<file path="src/rtl/demux_8_stream.sv">
// Registered 1-to-2 stream demultiplexer. Each beat goes to lane A or B, chosen per beat
// or by alternation. Each lane is a one-entry slice with its own accepted-beat counter.
module demux_8_stream_slot #(
  parameter int WIDTH = 8,
  parameter int CNT_W = 8
) (
  input  logic             clk,
  input  logic             rst_n,
  input  logic             load,
  input  logic [WIDTH-1:0] din,
  input  logic             ready,
  output logic             valid,
  output logic [WIDTH-1:0] data,
  output logic [CNT_W-1:0] cnt,
  output logic             free
);
  // A held beat that is being drained this cycle frees the slot for a same-cycle refill.
  assign free = !valid || ready;

  always_ff @(posedge clk or negedge rst_n) begin
    if (!rst_n) begin
      valid <= 1'b0;
      data  <= '0;
      cnt   <= '0;
    end else if (load) begin
      valid <= 1'b1;
      data  <= din;
      cnt   <= cnt + 1'b1;
    end else if (ready) begin
      valid <= 1'b0;
    end
  end
endmodule

module demux_8_stream #(
  parameter int WIDTH = 8,
  parameter int CNT_W = 8
) (
  input  logic             clk,
  input  logic             rst_n,
  input  logic [WIDTH-1:0] in_data,
  input  logic             in_sel,
  input  logic             in_valid,
  output logic             in_ready,
  input  logic             alt_mode,
  output logic [WIDTH-1:0] out_a_data,
  output logic             out_a_valid,
  input  logic             out_a_ready,
  output logic [WIDTH-1:0] out_b_data,
  output logic             out_b_valid,
  input  logic             out_b_ready,
  output logic [CNT_W-1:0] cnt_a,
  output logic [CNT_W-1:0] cnt_b
);
  localparam int NUM_LANES = 2;

  logic                            ptr;
  logic                            tgt;
  logic                            accept;
  logic [NUM_LANES-1:0]            lane_free;
  logic [NUM_LANES-1:0]            lane_valid;
  logic [NUM_LANES-1:0]            lane_ready;
  logic [NUM_LANES-1:0]            lane_load;
  logic [NUM_LANES-1:0][WIDTH-1:0] lane_data;
  logic [NUM_LANES-1:0][CNT_W-1:0] lane_cnt;

  assign tgt        = alt_mode ? ptr : in_sel;
  // Gated by rst_n so nothing is offered as accepted while reset is asserted.
  assign in_ready   = rst_n && lane_free[tgt];
  assign accept     = in_valid && in_ready;
  assign lane_ready = {out_b_ready, out_a_ready};

  for (genvar g = 0; g < NUM_LANES; g++) begin : g_lane
    assign lane_load[g] = accept && (tgt == 1'(g));

    demux_8_stream_slot #(.WIDTH(WIDTH), .CNT_W(CNT_W)) u_slot (
      .clk   (clk),
      .rst_n (rst_n),
      .load  (lane_load[g]),
      .din   (in_data),
      .ready (lane_ready[g]),
      .valid (lane_valid[g]),
      .data  (lane_data[g]),
      .cnt   (lane_cnt[g]),
      .free  (lane_free[g])
    );
  end

  // The pointer advances only on accepted beats in alt mode, so leaving and
  // re-entering alt mode resumes where it stopped.
  always_ff @(posedge clk or negedge rst_n) begin
    if (!rst_n)                    ptr <= 1'b0;
    else if (accept && alt_mode)   ptr <= ~ptr;
  end

  assign out_a_data  = lane_data[0];
  assign out_a_valid = lane_valid[0];
  assign out_b_data  = lane_data[1];
  assign out_b_valid = lane_valid[1];
  assign cnt_a       = lane_cnt[0];
  assign cnt_b       = lane_cnt[1];
endmodule
</file>
<file path="config.mk">
export PLATFORM = sky130hd
export DESIGN_NAME = demux_8_stream
export DESIGN_NICKNAME = d
export VERILOG_FILES = /design/src/rtl/demux_8_stream.sv
export SDC_FILE = /design/constraint.sdc
export NUM_CORES = 1
export LEC_CHECK = 0
export ABC_AREA = 1
export CORE_MARGIN = 2
export CORE_UTILIZATION = 50
export DETAILED_ROUTE_END_ITERATION = 7
export PLACE_DENSITY = 0.91
export SETUP_SLACK_MARGIN = 0.1
export SLEW_MARGIN = 20
export SYNTH_ARGS = -nofsm -noshare
export SYNTH_HDL_FRONTEND = slang
export SYNTH_SLANG_ARGS = --single-unit
</file>
<file path="constraint.sdc">
create_clock -name clk -period 3.6 [get_ports clk]
set_clock_uncertainty 0.2 [all_clocks]
set_input_delay 0.72 -clock clk [delete_from_list [all_inputs] [get_ports clk]]
set_output_delay 0.72 -clock clk [all_outputs]
set_load 0.1 [all_outputs]
</file>
# ---- Word level (Yosys, flattened, before mapping)
# Index checks and enable logic that the tools add are counted.
dict set report totals {
  n_memories 0
  latchBits 0
  in_bits 15
  ramBits 0
  output_inout_bits 35
  rom_bits 0
  reg_bits 35
  word_cells 30
}
dict set report op_classes {
  n_mux 7
  n_reduce_logical 11
  n_div 0
  bitwise 2
  eq_ne 0
  multipliers 0
  n_addsub 2
  n_lt_le_gt_ge 1
  n_shift 0
}
# cell n
set op_table {}
lappend op_table {{$add A8 B1 Y8 const B} 2}
lappend op_table {{$mux W1} 7}
lappend op_table {{$logic_and A1 B1 Y1} 5}
lappend op_table {{$reduce_bool A2 Y1} 2}
lappend op_table {{$logic_not A1 Y1} 2}
lappend op_table {{$logic_or A1 B1 Y1} 2}
lappend op_table {{$lt A1 B2 Y1 const B} 1}
lappend op_table {{$not A1 Y1} 2}

# ---- Longest topological paths before layout
dict set report logic_depth {
  word_depth 8
  mapped_depth 9
  mapped_depth_nobuf 8
}

# ---- Hierarchy
# From an unflattened synthesis, not the netlist that was laid out.
dict set report unflattened {
  hier_cells 184
  area_unflattened_um2 1565.3
}
# mod n_inst cells_each area_each_um2 seq_area_each_um2
set modules_own_cells {}
lappend modules_own_cells {demux_8_stream_slot 2 79 709.4 425.4}
lappend modules_own_cells {demux_8_stream 1 26 146.4 25.0}

# ---- Least setup slack after synthesis
# No wires, ideal clock.
dict set report synth_path {
  path_type {register to output}
  start {register g_lane[1].u_slot.valid}
  end {output port in_ready}
  slack_ns 0.842
  path_buffers 0
  t_required_ns 2.680
  path_stages_with_launch 6
  t_arrival_ns 1.838
  path_cell_list {dfrtp_1 > nand2_1 > inv_1 > nand2_1 > nand3_2 > inv_1}
}
dict set report synth_between {
  elab_chain_cells 5
}
# item line_no
set synth_lines {}
lappend synth_lines {{from (decl)} 12} ;# output logic valid,
lappend synth_lines {{from (signal assigned)} 22} ;# valid <= 1'b0;
lappend synth_lines {{from (signal assigned)} 26} ;# valid <= 1'b1;
lappend synth_lines {{from (signal assigned)} 30} ;# valid <= 1'b0;
lappend synth_lines {{$logic_not A1 Y1} 18} ;# assign free = !valid || ready;
lappend synth_lines {{$logic_or A1 B1 Y1} 18}
lappend synth_lines {{$mux W1 (not written as such) (2 in a row)} 69} ;# assign in_ready = rst_n && lane_free[tgt];
lappend synth_lines {{$logic_and A1 B1 Y1} 69}
lappend synth_lines {{to (decl)} 44} ;# output logic in_ready,
# Every way passes these cells. The select of a mux whose other input is x is not followed.

# ---- Worst setup path in the final report
dict set report layout_path {
  start {input port alt_mode}
  end {output port in_ready}
}
dict set report layout_between {
  elab_chain_cells 4
}
# item line_no
set layout_lines {}
lappend layout_lines {{from (decl)} 45} ;# input logic alt_mode,
lappend layout_lines {{$mux W1} 67} ;# assign tgt = alt_mode ? ptr : in_sel;
lappend layout_lines {{$mux W1 (not written as such) (2 in a row)} 69}
lappend layout_lines {{$logic_and A1 B1 Y1} 69}
# Every way passes these cells. The select of a mux whose other input is x is not followed.

==> run summary <==
Status: complete, no violations
CP Capture Type: primary output
Power density over the cells: 924.7 nW/um^2
Worst-path clk slew: 0.10 ns
Vias in the first global route: 1254
CP endpoint: in_ready
Worst-Margin Slew: 0.9598 ns
Post-route cell area: 2125 sq um
Vias per cell: 4.755
Crit Path Category: in2out
Final hold vios: 0
Ant. Diodes: 0
Setup TNS: 0 ns
Die width: 61.08 um
Slowest stage cell, crit path: clkdlybuf4s50_1
Req. time, crit path: 2.68 ns
DP Area: 2068 sq um
Largest net degree at the start of global routing: 28
Min Hold Slack: 0.03432 ns
# hold bufs at CTS: 0
CTS tree: done
Achievable Freq: 349.6 MHz
Comb pwr share: 0.586
Library cells used by synthesis: 20
Most common cell after layout, fill and taps aside: nand2_1
Synthesis warning total: 0
Startpoint types: primary input
Maximum vdd drop: 0.4688 mV
Net Sw Power: 0.001154 W
First-pass GRT wire length: 5.485 mm
Mapped Cells: 186
RD Place Congestion: 0.8225
Seq pwr share: 0.305
CTS buffer count: 5
Max Buffers Root-to-Sink: 2
RSZ-0062 raised after global routing: false
Flop-to-flop setup slack: 1.73 ns
Site Rows: 20
Post-CTS setup buffer count: 0
First-pass iteration count of the detailed router: 4
Switch share: 0.5871
Pleak: 1.163 nW
Number of port buffers: 49
Setup violators final: 0
Nets: 255
CORE AREA: 3078 sq um
GR Overflow Total: 0
Max-Cap Viols: 0
Syn Area/Cell: 8.758 sq um
Final Total Pwr: 0.001965 W
Reg2reg end: g_lane[0].u_slot.cnt[6]$_DFFE_PN0P_
RR Startpoint: ptr$_DFFE_PN0P_
Hold Crit Class: in2async
Final WL: 3.289 mm
Initial drt markers: 52
Net Count, Synth: 203
Finished Core Util: 0.6902
Worst Setup SP: alt_mode
Slew margin rel.: 0.3582
Clk pwr share: 0.109
Most frequent cells in the layout: nand2_1 (56), dfrtp_1 (35), buf_4 (34)
CP arrival: 1.94 ns
Initial antenna violation count: 0
Tmin final: 2.860 ns
Max-slew violation count: 0
Crit-path cells: clkdlybuf4s50_1 > nand2_1 > nand3_1 > nand3_2 > inv_1 > buf_12
Final period utilization: 0.7945
Max H-tree Level: 2
Clock sinks: 35
Initial Util: 0.5293
Seq cells post-synth: 35
Antenna-violating nets left: 0
Clock latency on the worst-skew pair: 0.34 ns
Per-cell routed wire length: 11.66 um
Via count: 1341
Synth Cell Area: 1629 sq um
GRT Resource Usage Total: 0.2028
Syn-to-layout area delta: 30.41%
Chip Height: 61.08 um
Post-CTS sizing: 0
Register area share after synthesis: 0.5376
Root Driver: clkbuf_4
Layout cell share with drive strength beyond 1: 0.2143
FF-to-FF path depth: 6
Placed wire-length estimate: 2.385 mm
# IOs: 50
Crit-path max cell delay: 0.52 ns
DRC violations left: 0
Largest fanout on the critical path: 4
Internal Power: 0.0008111 W
Die area: 3731 sq um
## worst min path at each step
stage | slack [ns] | end | start
2_1_floorplan | 0.22 | g_lane[0].u_slot.cnt[0]$_DFFE_PN0P_ | rst_n
3_3_place_gp | 0.26 | g_lane[1].u_slot.cnt[7]$_DFFE_PN0P_ | g_lane[1].u_slot.cnt[7]$_DFFE_PN0P_
3_5_place_dp | 0.26 | g_lane[1].u_slot.cnt[7]$_DFFE_PN0P_ | g_lane[1].u_slot.cnt[7]$_DFFE_PN0P_
4_1_cts | 0.03 | ptr$_DFFE_PN0P_ | rst_n
5_1_grt | 0.02 | ptr$_DFFE_PN0P_ | rst_n
6_report | 0.03 | ptr$_DFFE_PN0P_ | rst_n
## kinds of logic (layout without fill, tap and decap cells)
| logic type | after synthesis | in the layout | synth area share |
|---|---|---|---|
| DFF | 35 | 35 | 0.5376 |
| and+or+nand+nor | 98 | 98 | 0.2704 |
| buffers and inverters | 27 | 79 | 0.07296 |
| xor gates and xnor gates | 12 | 12 | 0.06452 |
| adders and majority gates | 2 | 2 | 0.01536 |
| AOI/OAI and AO/OA | 12 | 12 | 0.03917 |
## final cells by class
type / instances / area, sq um
clock buffers: 6 / 51.30
inverters: 22 / 82.58
repair buffers: 50 / 420.4
clock inverters: 1 / 5.005
fillers: 255 / 953.4
multi-input cells: 124 / 634.4
well taps: 44 / 55.05
flip-flops and latches: 35 / 875.8
## per-layer routing
metal	routed length, um	track usage	part of all wire
met1	1468	0.2507	0.45
met3	159	0.04202	0.048
met4	76	0.1025	0.023
met2	1584	0.3374	0.48
met5	0	0	0
## power by group through the flow
stage	logic [W]	clock network (W)	registers (W)
2_1_floorplan	0.000167	0	0.00134
6_report	0.00115	0.000214	0.000600
3_3_place_gp	0.00114	0	0.000605
5_1_grt	0.00120	0.000236	0.000617
3_5_place_dp	0.00116	0	0.000605
4_1_cts	0.00116	0.000219	0.000600
## synth_stat cells
library cell,instances,area [sq um]
a21oi_2,1,8.760
buf_2,2,10.01
buf_6,2,22.52
clkbuf_1,1,3.750
dfrtp_1,35,875.8
ha_1,2,25.02
inv_1,21,78.83
inv_2,1,3.750
nand2_1,56,210.2
nand2_2,2,12.51
nand3_1,24,120.1
nand3_2,1,10.01
nand3b_1,1,7.510
nand4_1,1,6.260
nand4_2,2,25.02
nor2_1,10,37.54
nor2_4,1,11.26
o21ai_0,11,55.05
xnor2_1,4,35.03
xor2_1,8,70.07
## through the flow
step,setup slack (ns),cells
finish,0.7400,282
global route,0.6346,282
CTS,0.7353,282
detailed placement,0.7384,275
floorplan,0.8420,186
global placement,0.7703,275
## registers in the layout, indices dropped and copies added, names as in the netlist
name                 count
g_lane.u_slot.valid      2
ptr                      1
g_lane.u_slot.cnt       16
g_lane.u_slot.data      16
## worst max-delay path: cells and delay by family
family | cells | cell delay [ns]
buffers and inverters | 3 | 0.81
and+or+nand+nor | 3 | 0.41
(Power assumes the default switching activity.)
